<file path="src/rtl/nco_rx_monitor.sv">
// rtl/nco_rx_monitor.sv - NCO receive-side period/peak monitor
//
// Watches the NCO sample stream and finds rising zero crossings. It counts the
// valid samples between two consecutive crossings and tracks the signed peak
// over that span. Each measurement is handed off through a Vout/Rdy handshake.
//
// Ports:
//   clk, rstn   clock, asynchronous active-low reset
//   En          monitor enable; low forces IDLE and drops Vout
//   selSign     1 = two's complement samples, 0 = offset binary
//   Vld, Din    sample strobe and sample
//   Rdy         downstream accepts the current result
//   Vout        Period/Peak/Ovf hold a fresh measurement
//   Period      valid-sample count between consecutive rising crossings
//   Peak        signed maximum sample within the measured span
//   Ovf         counter saturated before a crossing; Period is all ones
//   Busy        registered flag, high in SEEK or MEAS
module nco_rx_monitor #(
  parameter int DW = 12,
  parameter int CW = 16
) (
  input  logic          clk,
  input  logic          rstn,
  input  logic          En,
  input  logic          selSign,
  input  logic          Vld,
  input  logic [DW-1:0] Din,
  input  logic          Rdy,
  output logic          Vout,
  output logic [CW-1:0] Period,
  output logic [DW-1:0] Peak,
  output logic          Ovf,
  output logic          Busy
);

  typedef enum logic [1:0] {IDLE, SEEK, MEAS, HOLD} state_t;

  localparam logic signed [DW-1:0] PK_MIN = {1'b1, {(DW-1){1'b0}}};
  localparam logic [CW-1:0]        CNT_ONE = {{(CW-1){1'b0}}, 1'b1};

  state_t               state;
  logic                 prev_ok;
  logic                 prev_neg;
  logic [CW-1:0]        cnt;
  logic signed [DW-1:0] pk;

  logic signed [DW-1:0] s;
  logic signed [DW-1:0] pk_next;
  logic [CW-1:0]        cnt_inc;
  logic                 crossing;
  logic                 cnt_full;

  // Offset binary becomes two's complement by flipping the MSB.
  assign s        = selSign ? Din : {~Din[DW-1], Din[DW-2:0]};
  assign pk_next  = (s > pk) ? s : pk;
  assign cnt_inc  = cnt + CNT_ONE;
  assign cnt_full = (cnt_inc == {CW{1'b1}});
  // prev_neg only tracks valid samples, so Vld=0 gaps keep adjacency intact.
  assign crossing = Vld && prev_ok && prev_neg && !s[DW-1];

  always_ff @(posedge clk or negedge rstn) begin
    if (!rstn) begin
      state    <= IDLE;
      prev_ok  <= 1'b0;
      prev_neg <= 1'b0;
      cnt      <= '0;
      pk       <= '0;
      Vout     <= 1'b0;
      Period   <= '0;
      Peak     <= '0;
      Ovf      <= 1'b0;
      Busy     <= 1'b0;
    end else if (!En) begin
      // Disable overrides everything, including a handshake in this cycle.
      state   <= IDLE;
      prev_ok <= 1'b0;
      Vout    <= 1'b0;
      Busy    <= 1'b0;
    end else begin
      case (state)
        IDLE: begin
          state   <= SEEK;
          prev_ok <= 1'b0;
          Busy    <= 1'b1;
        end
        SEEK: begin
          if (Vld) begin
            prev_ok  <= 1'b1;
            prev_neg <= s[DW-1];
            if (crossing) begin
              cnt   <= '0;
              pk    <= PK_MIN;
              state <= MEAS;
            end
          end
        end
        MEAS: begin
          if (Vld) begin
            prev_neg <= s[DW-1];
            cnt      <= cnt_inc;
            pk       <= pk_next;
            if (crossing || cnt_full) begin
              // A crossing on the saturating sample still counts as a clean period.
              Period <= crossing ? cnt_inc : {CW{1'b1}};
              Ovf    <= !crossing;
              Peak   <= pk_next;
              Vout   <= 1'b1;
              Busy   <= 1'b0;
              state  <= HOLD;
            end
          end
        end
        HOLD: begin
          // Vout is always high here; samples are dropped until accepted.
          if (Rdy) begin
            Vout    <= 1'b0;
            prev_ok <= 1'b0;
            Busy    <= 1'b1;
            state   <= SEEK;
          end
        end
        default: begin
          state <= IDLE;
          Busy  <= 1'b0;
        end
      endcase
    end
  end

endmodule

</file>
<file path="config.mk">
export PLATFORM = sky130hd
export DESIGN_NAME = nco_rx_monitor
export DESIGN_NICKNAME = d
export VERILOG_FILES = /design/src/rtl/nco_rx_monitor.sv
export SDC_FILE = /design/constraint.sdc
export NUM_CORES = 1
export LEC_CHECK = 0
export CORE_MARGIN = 8
export CORE_UTILIZATION = 40
export DETAILED_ROUTE_END_ITERATION = 16
export DONT_BUFFER_PORTS = 1
export PLACE_DENSITY_LB_ADDON = 0.3
export SLEW_MARGIN = 15
export SYNTH_ARGS = -nofsm -noshare
export SYNTH_HDL_FRONTEND = slang
export SYNTH_SLANG_ARGS = --single-unit
</file>
<file path="constraint.sdc">
create_clock -name clk -period 3.1 [get_ports clk]
set_clock_uncertainty 0.05 [all_clocks]
set_input_delay 0.155 -clock clk [delete_from_list [all_inputs] [get_ports clk]]
set_output_delay 0.155 -clock clk [all_outputs]
set_load 0.02 [all_outputs]
</file>
==> results of run 1 <==
==> cells by family (layout without fill, tap and decap cells) <==
group                      count (synthesis)  after routing  share of synthesized area (%)
xor gates and xnor gates                  17             17                           4.38
and+or+nand+nor                           99             99                           13.6
adders and majority gates                 18             18                           6.30
buffers and inverters                     36             61                           4.76
AOI/OAI and AO/OA                         84             84                           18.7
muxes                                     26             26                           8.09
DFF                                       63             63                           44.1
==> worst register-to-register path, stage by stage, from the launching register on <==
cell and delay [ns]:
sky130_fd_sc_hd__dfrtp_1 0.50, sky130_fd_sc_hd__ha_1 0.27, sky130_fd_sc_hd__and3_1 0.32, sky130_fd_sc_hd__nand4b_1 0.13
sky130_fd_sc_hd__a21oi_1 0.19, sky130_fd_sc_hd__o2111ai_1 0.21, sky130_fd_sc_hd__nor3_2 0.31, sky130_fd_sc_hd__o21a_4 0.31
sky130_fd_sc_hd__mux2_2 0.38
==> report_power, final <==
part	switching, mW	internal, mW	total (mW)
registers	0.143	0.943	1.09
logic	0.337	0.378	0.715
clock network	0.327	0.311	0.637
==> stage by stage <==
step	setup WS, ns	cell area, sq um	hold WS, ns	instances
4_1_cts	0.150	4040	0.0205	476
2_1_floorplan	0.615	3570	-0.191	343
3_5_place_dp	0.164	3690	-0.189	444
6_report	0.321	4050	0.0372	476
3_3_place_gp	0.256	3690	-0.189	444
5_1_grt	0.0520	4050	0.0253	476
==> registers in the layout, summed over array words and instances (netlist names), 2 cells and up <==
| name | flops |
|---|---|
| pk | 12 |
| Period | 16 |
| state | 2 |
| cnt | 16 |
| Peak | 12 |
==> final timing paths <==
kind	cells past startpoint	slack (ns)	to	startpoint
min	2	0.04	Peak[4]	Din[4]
max in group asynchronous	2	2.43	Period[14]	rstn
min reg2reg	2	0.44	prev_neg	prev_neg
max	8	0.32	Peak[8]	cnt[0]
max reg2reg	8	0.32	Peak[8]	cnt[0]
min in group asynchronous	2	0.30	pk[6]	rstn
==> cell usage after synthesis (5+ instances only) <==
master / instances / area share (%)
sky130_fd_sc_hd__a22o_1: 14 / 3.4
sky130_fd_sc_hd__mux2_2: 23 / 7.2
sky130_fd_sc_hd__o31ai_1: 7 / 1.5
sky130_fd_sc_hd__xnor2_1: 9 / 2.2
sky130_fd_sc_hd__a21oi_1: 8 / 1.1
sky130_fd_sc_hd__nand4_1: 6 / 1.1
sky130_fd_sc_hd__a2bb2oi_2: 9 / 3.8
sky130_fd_sc_hd__inv_1: 18 / 1.9
sky130_fd_sc_hd__nor2_1: 18 / 1.9
sky130_fd_sc_hd__xor2_1: 7 / 1.7
sky130_fd_sc_hd__ha_1: 18 / 6.3
sky130_fd_sc_hd__nand2_1: 40 / 4.2
sky130_fd_sc_hd__o21ai_0: 20 / 2.8
sky130_fd_sc_hd__clkbuf_1: 8 / 0.84
sky130_fd_sc_hd__nand3_1: 9 / 1.3
sky130_fd_sc_hd__dfrtp_1: 63 / 44
sky130_fd_sc_hd__buf_2: 5 / 0.70
==> area by class of cell <==
cell class	instances	area, sq um	area share (%)
timing repair buffer	27	264	6.52
inverter	18	67.6	1.67
clock buffer	11	141	3.49
sequential	63	1580	38.9
multi-input combinational	244	1830	45.2
clock inverter	5	33.8	0.834
tap	108	135	3.34
==> timing repair <==
action                                  in CTS  in global routing
resized for setup                            0                  2
endpoints found under the hold margin       80                  0
hold buffers                                16                  0
setup buffers                                0                  0
endpoints found under the setup margin       0                 22
==> routing by layer <==
metal  GRT usage (%)  vias to the layer above
li1                -                     1276
met1            16.5                     1285
met2            21.8                       50
met3            5.09                       11
met4            5.23                        0
met5               0                        -
==> results list, run 1 <==
- Run status: completed
- After detailed routing, the met3 layer carries 535 um of wire.
- The critical path is of the reg -> reg type.
- Width of the die: 111 um
- WL met2: 3820 um
- Clock tree from TritonCTS: done
- Largest stage delay, worst path: 0.50 ns
* Cell chosen for the clock root: sky130_fd_sc_hd__clkbuf_8
- 49 I/O pins were placed.
* Mean Syn Cell Area: 10.4 sq um
- Number of cell rows: 34
- Peak clock frequency supported by timing: 360 MHz
* Die Height: 111 um
- Drt pass-1 iters: 4
- First DRT Iteration DRCs: 87
* Number of levels the H-tree was split into: 3
* Power density relative to cell area: 602 mW/mm^2
* Core Footprint: 0.00868 sq mm
- GPL Wtd Cong: 0.847
- IO Port Bufs: 0
- Final count of hold timing violations: 0
- Global-route wire length before repair: 14000 um
* Setup violations, final: 0
- Synth warn: 0
- The final route contains 2622 vias.
- Along the worst path, the maximum fanout reaches 14.
- Net total in the final layout: 399
- Measured against its own limit, the worst slew margin works out to 67.3%.
- The min-delay analysis places its worst path in the category in -> reg.
* Most common library cell in the layout ignoring fill and taps: sky130_fd_sc_hd__dfrtp_1
* Final Util: 46.7%
- For this design, the sink count on the clock tree is 63.
- Flops & latches, synth: 63
- Launching element type of the critical path: flop
* Synth cell types: 52
* WP buf/inv: 0
- The number of antenna violations at the first check in global routing was 0.
* Inserted Clock Buffers: 9
* Clock buffer depth: 2
- Entering global routing, the biggest net connects 64 pins.
* Initial Utilization: 41.2%
- Clock slew seen by the registers of the worst setup and hold paths: 0.08 ns
- In the final routed layout, each cell accounts on average for 17.2 um.
* Area grow syn2layout: 13.4%
* Count of flip-flops with a built-in enable after synthesis: 0
* Number of antenna cells inserted: 0
- Fill cell count: 832
- Fin crit share: 89.6%
- Sequential-to-total area share from yosys stat: 44.1%
- Global routing consumed, over all layers together, 13.7% of the routing resources.
- Via count of the first global-routing pass: 2776
- Final HPWL from detailed placement: 5670 um
* Post-detailed-route DRC marker count: 0
- Wires add up to 8170 um.
- Overall die area: 0.0122 sq mm
* Shortest clock period the worst path allows after layout: 2.78 ns
- Remaining antenna violation count: 0
* Total grt overflow: 0
- Element type at the critical path end: flop
* Worst IR drop on VDD: 0.336 mV
- In this design, the largest share of critical-path delay is due to simple AND/OR/NAND/NOR gates.
* Highest-count cells in the layout ignoring fill and taps: sky130_fd_sc_hd__dfrtp_1, sky130_fd_sc_hd__nand2_1, sky130_fd_sc_hd__mux2_2, sky130_fd_sc_hd__o21ai_0
- In the final layout, the share of cells above drive strength 1 is 18.5%.
* Unrepaired setup endpoints after global routing: false
- The cell area that synthesis handed to floorplanning was 0.00357 sq mm.
- Asr flop ratio synth: 100%
- On the critical path, the stage with the largest delay is an instance of sky130_fd_sc_hd__dfrtp_1.
* Final setup TNS: 0 ns
- Slew at the pin with the worst max-slew slack: 0.490 ns
* Top FF cell, synth: sky130_fd_sc_hd__dfrtp_1
- The tool flagged a number of max-cap violations equal to 0.
- Traced cell by cell, the critical path runs through ha_1, and3_1, nand4b_1, a21oi_1, o2111ai_1, nor3_2, o21a_4, mux2_2.
* Source-to-sink clock delay at the later pin of the worst-skew pair: 0.34 ns
* Critical path data arrival time: 2.96 ns
* Total Power Consumption: 2.44 mW
- Leak Pwr: 1.80 nW
* Max layer used: met4
- For the worst setup path, the data required time is 3.28 ns.
* Detailed-routing wirelength on met1: 3670 um
* Number of vias per cell: 5.51
* Final Slew Violations: 0
* Number of cells produced by synthesis: 343
- Synthesis produced a netlist with a net count of 379.
No activity file was read; power rests on OpenSTA's default activity.
==> run 2, diff against run 1 <==
GPL_TIMING_DRIVEN = 0   (was not set)
==> run 2 against run 1 <==
Critical path depth is 1 higher. Global-route usage up 0.37 points. Combinational power decreased by 3.6%. Design area increased by 1.4%. Maximum frequency is 1.8% lower. Register-to-register slack got worse by 0.05 ns. First-iteration DRC count increased by 33%. Sequential power barely moved. Routed wire length grew 1.6%. Largest cell class unchanged. Largest power group unchanged.
==> results list, run 2 (synthesized netlist as in run 1, its figures left out) <==
* Number of cell rows: 34 (unchanged)
* Die Height: 111 um (unchanged)
- Number of antenna cells inserted: 0 (unchanged)
- The number of vias per cell was 5.42 (was 5.51).
* MaxCap Viol Count: 0 (unchanged)
- The clock group share of total power was 32.9% (was 26.1%).
- Biggest regs: Period: 16 flops, cnt: 16 flops (unchanged)
* Peak clock frequency supported by timing: 353 MHz (was 360 MHz)
* Worst min path class: in -> reg (unchanged)
- Final Slew Violations: 0 (unchanged)
* Net total in the final layout: 404 (was 399)
- Clock slew seen by the registers of the worst setup and hold paths: 0.07 ns (was 0.08 ns)
- The critical path class was reg -> reg (unchanged).
- The number of top-level pins came to 49 (unchanged).
- The later-pin clock latency in the skew report was 0.35 ns (was 0.34 ns).
- The starting density of the core came to 41.2% (unchanged).
- Final count of hold timing violations: 0 (unchanged)
- R2r startpoint: cnt[0] (unchanged)
- CP Cell Sequence: ha_1, nand3_1, nor3_1, xor2_1, nand2_1, nor3_2, o21a_2, buf_4, mux2_2 (was ha_1, and3_1, nand4b_1, a21oi_1, o2111ai_1, nor3_2, o21a_4, mux2_2).
- Highest-count cells in the layout ignoring fill and taps: sky130_fd_sc_hd__dfrtp_1, sky130_fd_sc_hd__nand2_1, sky130_fd_sc_hd__mux2_2, sky130_fd_sc_hd__o21ai_0 (unchanged)
- Critical path endpoint: Peak[10] (was Peak[8])
- The highest cell delay on the worst timing path was 0.52 ns (was 0.50 ns).
- The post-detailed-route DRC marker count was 0 (unchanged).
* Share of cells above drive strength 1: 17.7% (was 18.5%)
* Power density relative to cell area: 644 mW/mm^2 (was 602 mW/mm^2)
- The count of buffers inserted at the top-level ports came to 0 (unchanged).
- Critical path data arrival time: 3.01 ns (was 2.96 ns)
- The internal reg-to-reg setup slack came to 0.27 ns (was 0.32 ns).
* Fin crit share: 91.3% (was 89.6%)
- The iteration count of the initial detailed-routing pass was 4 (unchanged).
- The number of clock buffers inserted by TritonCTS was 9 (unchanged).
- The synthesis-to-finish area growth was 15.0% (was 13.4%).
- Total global routing track utilization: 14.1% (was 13.7%)
- The TritonCTS clock tree is done (unchanged).
* NetSw: 804 uW (was 807 uW)
- Cell chosen for the clock root: sky130_fd_sc_hd__clkbuf_8 (unchanged)
* Width of the die: 111 um (unchanged)
- Clock buffer depth: 2 (unchanged)
- The mean routed wirelength per cell came to 17.2 um (about the same).
- The final setup TNS is 0 ns (unchanged).
* GPL Wtd Cong: 0.838 (was 0.847)
- Worst-case reg-to-reg path depth: 9 (was 8)
* Via count of the first global-routing pass: 2813 (was 2776)
- The final cell count without fillers was 481 (was 476).
* Global-route wire length before repair: 14300 um (was 14000 um)
* Total grt overflow: 0 (unchanged)
- The total clock sinks is 63 (unchanged).
- The first-iteration detailed-routing DRC count came to 116 (was 87).
- The critical register-to-register path endpoint is Peak[10] (was Peak[8]).
- Required time at the endpoint of the critical path: 3.28 ns (about the same)
- The clock period minus final worst setup slack was 2.83 ns (was 2.78 ns).
* Number of levels the H-tree was split into: 3 (unchanged)
- Most common library cell in the layout ignoring fill and taps: sky130_fd_sc_hd__dfrtp_1 (unchanged)
- The largest net degree at the start of global routing was 64 (unchanged).
* Rel. slew slack: 36.1% (was 67.3%)
* Power share of the combinational group: 26.1% (was 29.3%)
* Launching element type of the critical path: flop (unchanged)
- The number of antenna violations at the first check in global routing was 0 (unchanged).
- Final HPWL from detailed placement: 5610 um (was 5670 um)
- The die area is 0.0122 sq mm (unchanged).
* Core Footprint: 0.00868 sq mm (unchanged)
* Internal power: 1.84 mW (was 1.63 mW)
- The share of the core filled with cells in the final layout is 47.3% (was 46.7%).
* Setup violations, final: 0 (unchanged)
* Critical Path Fanout Max: 10 (was 14)
- The sum of routed wire length over all layers was 8300 um (was 8170 um).
* Critical path startpoint: cnt[0] (unchanged)
* Total Power Consumption: 2.64 mW (was 2.44 mW)
* Placed cells: 451 (was 444)
- The type of element capturing the critical path was a flop (unchanged).
- Switching share of power: 30.4% (was 33.1%)
- Unrepaired setup endpoints after global routing: false (unchanged).
* Remaining antenna violation count: 0 (unchanged)
* Cell with the largest stage delay on the worst path: sky130_fd_sc_hd__dfrtp_1 (unchanged)
- Portion of total power attributed to sequential cells: 41.0% (was 44.5%)
- Worst IR drop on VDD: 0.330 mV (was 0.336 mV)
* Leak Pwr: 1.83 nW (was 1.80 nW)
* Slew at the pin with the worst max-slew slack: 0.959 ns (was 0.490 ns)
* Vias: 2609 (was 2622)
- Run status: completed (unchanged)
run 2: cell count changes in the layout (fill, tap and decap cells not counted), moves of 3 or more:
cell                       delta
sky130_fd_sc_hd__buf_4        -9
sky130_fd_sc_hd__buf_2        +5
sky130_fd_sc_hd__clkbuf_1     +8
sky130_fd_sc_hd__clkbuf_8     +3
run 2: cell type report:
type | instances | area [sq um]
Sequential cell | 63 | 1580
Multi-Input combinational cell | 244 | 1830
Clock buffer | 14 | 183
Buffer | 18 | 103
Inverter | 18 | 67.6
Clock inverter | 2 | 60.1
Tap cell | 108 | 135
Fill cell | 825 | 4570
Timing Repair Buffer | 14 | 158
run 2: metrics by stage:
stage | worst slack, ns | hold WS, ns | area [sq um]
2_1_floorplan | 0.615 | -0.191 | 3570
3_3_place_gp | 0.304 | -0.189 | 3710
3_5_place_dp | 0.279 | -0.189 | 3710
4_1_cts | 0.270 | 0.0168 | 4110
5_1_grt | 0.0302 | 0.0277 | 4110
6_report | 0.270 | 0.0317 | 4110
run 2: critical path, delay by kind of cell, from the launching register on:
| family | cells | cell delay (ns) |
|---|---|---|
| buffers and inverters | 1 | 0.19 |
| muxes | 1 | 0.35 |
| adders and majority gates | 1 | 0.26 |
| xor gates and xnor gates | 1 | 0.30 |
| and+or+nand+nor | 4 | 0.87 |
| DFF | 1 | 0.52 |
| AOI/OAI and AO/OA | 1 | 0.19 |
run 2: worst min-delay path by stage:
stage                      start  cells after the start  endpoint
after floorplan             rstn                      0      Busy
final                     Din[4]                      2   Peak[4]
after global placement      rstn                      0   Peak[6]
after global routing      Din[7]                      2   Peak[7]
after detailed placement    rstn                      0   Peak[6]
after CTS                 Din[4]                      2   Peak[4]
run 2: what timing repair did:
action,CTS,global route
hold buffers,14,0
endpoints found under the hold margin,75,0
buffers inserted,0,0
resized for setup,0,0
setup endpoints to repair,0,0
run 2: layer usage:
metal	share of wire [%]	global-route usage [%]	up-vias
met5	0	0	-
met4	1.4	5.68	0
met1	46	17.3	1262
li1	-	-	1283
met2	46	22.0	55
met3	5.9	5.03	9
run 2: power groups by stage:
stage	sequential [mW]	combinational (mW)	clock (mW)
5_1_grt	1.10	0.801	0.924
4_1_cts	1.08	0.696	0.891
3_3_place_gp	1.10	0.642	0
2_1_floorplan	1.07	0.548	0
3_5_place_dp	1.10	0.656	0
6_report	1.09	0.689	0.870
==> run 3, diff against run 2 <==
SKIP_LAST_GASP = 1   (was not set)
clock period = 2.4 ns   (was 3.1 ns; I/O delays follow)
==> run 3 against run 2 <==
The flow now finishes with violations (negative setup slack). Via count grew 8.8%. Flip-flop and latch count is the same. Design area grew 11%. First-iteration DRC count shrank 5.2%. Combinational power grew 90%. Worst setup slack lost 0.36 ns. Routed wire length grew 7.7%. Maximum frequency grew 14%. Die area is the same. Clock power shrank 0.8%. Register-to-register slack lost 0.36 ns. Critical path type unchanged. Critical endpoint is now Peak[8]. Largest cell class unchanged. Largest power group unchanged.
==> results list, run 3 (synthesized netlist as in run 1, its figures left out) <==
- Worst IR drop on VDD: 0.464 mV (was 0.330 mV)
- Area grow syn2layout: 27.6% (was 15.0%)
- Clock buffer depth: 2 (unchanged)
* Final setup TNS: -0.826 ns (was 0 ns)
- Top-Level Pins: 49 (unchanged)
- Worst min path class: in -> reg (unchanged)
- The highest net fanout along the worst path is 10 (unchanged).
- The final setup slack of the worst path is -0.0910 ns (was 0.270 ns).
- Highest-count cells in the layout ignoring fill and taps: sky130_fd_sc_hd__dfrtp_1, sky130_fd_sc_hd__nand2_1, sky130_fd_sc_hd__buf_4, sky130_fd_sc_hd__o21ai_0, sky130_fd_sc_hd__nor2_1 (was sky130_fd_sc_hd__dfrtp_1, sky130_fd_sc_hd__nand2_1, sky130_fd_sc_hd__mux2_2, sky130_fd_sc_hd__o21ai_0)
* Net total in the final layout: 425 (was 404)
* Width of the die: 111 um (unchanged)
- The starting density of the core was 41.2% (unchanged).
- The total clock sinks was 63 (unchanged).
- The number of inserted diodes is 0 (unchanged).
- The overflow left after global routing was 0 (unchanged).
- The later-pin clock latency in the skew report came to 0.35 ns (about the same).
- Inserted Clock Buffers: 9 (unchanged)
* Unrepaired setup endpoints after global routing: true (was false)
- The fraction of final layout cells sized beyond drive strength 1 came to 31.7% (was 17.7%).
- The final number of hold-violating endpoints is 0 (unchanged).
- Biggest regs: Period: 16 flops, cnt: 16 flops (unchanged)
- Slew at the pin with the worst max-slew slack: 0.592 ns (was 0.959 ns)
- Worst-case reg-to-reg path depth: 9 (unchanged)
- Largest net degree at the start of global routing: 64 (unchanged)
- Final Util: 52.6% (was 47.3%)
* First DRT Iteration DRCs: 110 (was 116)
* IO Port Bufs: 0 (unchanged)
- Post-detailed-route DRC marker count: 0 (unchanged)
- Rel. slew slack: 60.5% (was 36.1%)
* Clock tree from TritonCTS: done (unchanged)
- R2r startpoint: cnt[0] (unchanged)
* Number of cell rows: 34 (unchanged)
- Drt pass-1 iters: 4 (unchanged)
- Worst reg2reg endpoint: Peak[8] (was Peak[10])
* Number of levels the H-tree was split into: 3 (unchanged)
- Vias: 2838 (was 2609)
* Core Footprint: 0.00868 sq mm (unchanged)
- The die span in y came to 111 um (unchanged).
- The critical path arrival is 2.67 ns (was 3.01 ns).
- The power per standard cell area is 785 mW/mm^2 (was 644 mW/mm^2).
* Number of antenna violations at the first check in global routing: 0 (unchanged)
* Fin crit share: 104% (was 91.3%)
- The overall power of the completed layout is 3.58 mW (was 2.64 mW).
* MaxCap Viol Count: 0 (unchanged)
- The sum of routed wire length over all layers was 8930 um (was 8300 um).
- Critical path startpoint: cnt[0] (unchanged)
- The root cell of the clock tree is sky130_fd_sc_hd__clkbuf_8 (unchanged).
* Total global routing track utilization: 14.2% (was 14.1%)
- The clock transition at the registers of the reported paths came to 0.08 ns (was 0.07 ns).
- Element type at the critical path end: flop (unchanged)
* Final design instance area without fill: 0.00456 sq mm (was 0.00411 sq mm)
- Critical path endpoint: Peak[8] (was Peak[10])
- The placement-stage worst setup slack is -0.415 ns (was 0.279 ns).
- The final-layout fill cell count is 766 (was 825).
- Final Slew Violations: 0 (unchanged)
- The global placement routability congestion is 0.881 (was 0.838).
- The global-route wire length before repair came to 14400 um (was 14300 um).
- Final HPWL from detailed placement: 5550 um (was 5610 um)
- The number of vias per cell came to 5.65 (was 5.42).
- Remaining antenna violation count: 0 (unchanged)
* Peak clock frequency supported by timing: 401 MHz (was 353 MHz)
* Most common library cell in the layout ignoring fill and taps: sky130_fd_sc_hd__dfrtp_1 (unchanged)
- Run status: finished with violations (was completed).
- The critical path class is reg -> reg (unchanged).
- The clock period minus final worst setup slack is 2.49 ns (was 2.83 ns).
- Leak Pwr: 2.00 nW (was 1.83 nW)
* Slack of the worst reg-to-reg path: -0.09 ns (was 0.27 ns)
* Instance area after placement: 0.00371 sq mm (about the same)
* Required time at the endpoint of the critical path: 2.58 ns (was 3.28 ns)
* Launching element type of the critical path: flop (unchanged)
* Average wire length per cell after detail routing: 17.8 um (was 17.2 um)
- The die area was 0.0122 sq mm (unchanged).
* Setup violations, final: 21 (was 0)
- Via count of the first global-routing pass: 2844 (was 2813)
- The final reports fail on negative setup slack.
==> run 3: per-layer routing <==
| layer | share of wire [%] | vias up | GRT usage (%) |
|---|---|---|---|
| met2 | 47 | 78 | 22.0 |
| met1 | 45 | 1415 | 18.1 |
| li1 | - | 1334 | - |
| met4 | 1.3 | 0 | 5.05 |
| met5 | 0 | - | 0 |
| met3 | 6.8 | 11 | 4.55 |
==> run 3: critical path, stage by stage, from the launching register on <==
cell and delay [ns]:
sky130_fd_sc_hd__dfrtp_2 0.42, sky130_fd_sc_hd__buf_6 0.12, sky130_fd_sc_hd__nand4_4 0.10, sky130_fd_sc_hd__or3_4 0.45, sky130_fd_sc_hd__xnor2_4 0.18, sky130_fd_sc_hd__o2111ai_4 0.15
sky130_fd_sc_hd__nor3_2 0.19, sky130_fd_sc_hd__o21a_2 0.21, sky130_fd_sc_hd__buf_12 0.15, sky130_fd_sc_hd__mux2_2 0.34
==> run 3: worst min-delay path by stage <==
stage | startpoint | to | slack [ns] | cells after the start
floorplan | rstn | Busy | -0.23 | 0
global placement | rstn | Peak[6] | -0.22 | 0
detailed placement | rstn | Peak[5] | -0.22 | 0
CTS | Din[1] | Peak[1] | 0.002 | 2
global route | Din[2] | Peak[2] | 0.003 | 2
finish | Din[0] | Peak[0] | 0.01 | 2
==> run 3: layout make-up <==
type	instances	area (sq um)	share of cell area, %
repair buffers	37	363	7.96
inverters	18	67.6	1.48
clock inverters	5	32.5	0.713
plain buffers	16	146	3.21
well taps	108	135	2.96
clock buffers	11	151	3.32
flip-flops and latches	63	1590	34.8
multi-input cells	244	2080	45.5
==> run 3: where the power goes <==
| group | internal (mW) | switching [mW] | total, mW |
|---|---|---|---|
| combinational | 0.732 | 0.581 | 1.31 |
| clock | 0.427 | 0.436 | 0.863 |
| sequential | 1.22 | 0.184 | 1.41 |
| total | 2.38 | 1.20 | 3.58 |
==> run 3: repair_timing <==
action                                 in CTS  in global routing
setup buffers                              16                  6
endpoints found under the hold margin      82                  0
setup endpoints to repair                  41                 41
resized for setup                          33                 49
pin swaps                                   6                 13
hold buffers                               14                  0
cloned                                      1                  0
==> run 3: per-stage QoR <==
stage	cells	hold WS, ns
3_3_place_gp	451	-0.223
3_5_place_dp	451	-0.223
6_report	502	0.0132
5_1_grt	502	0.00300
4_1_cts	497	0.00190
2_1_floorplan	343	-0.226
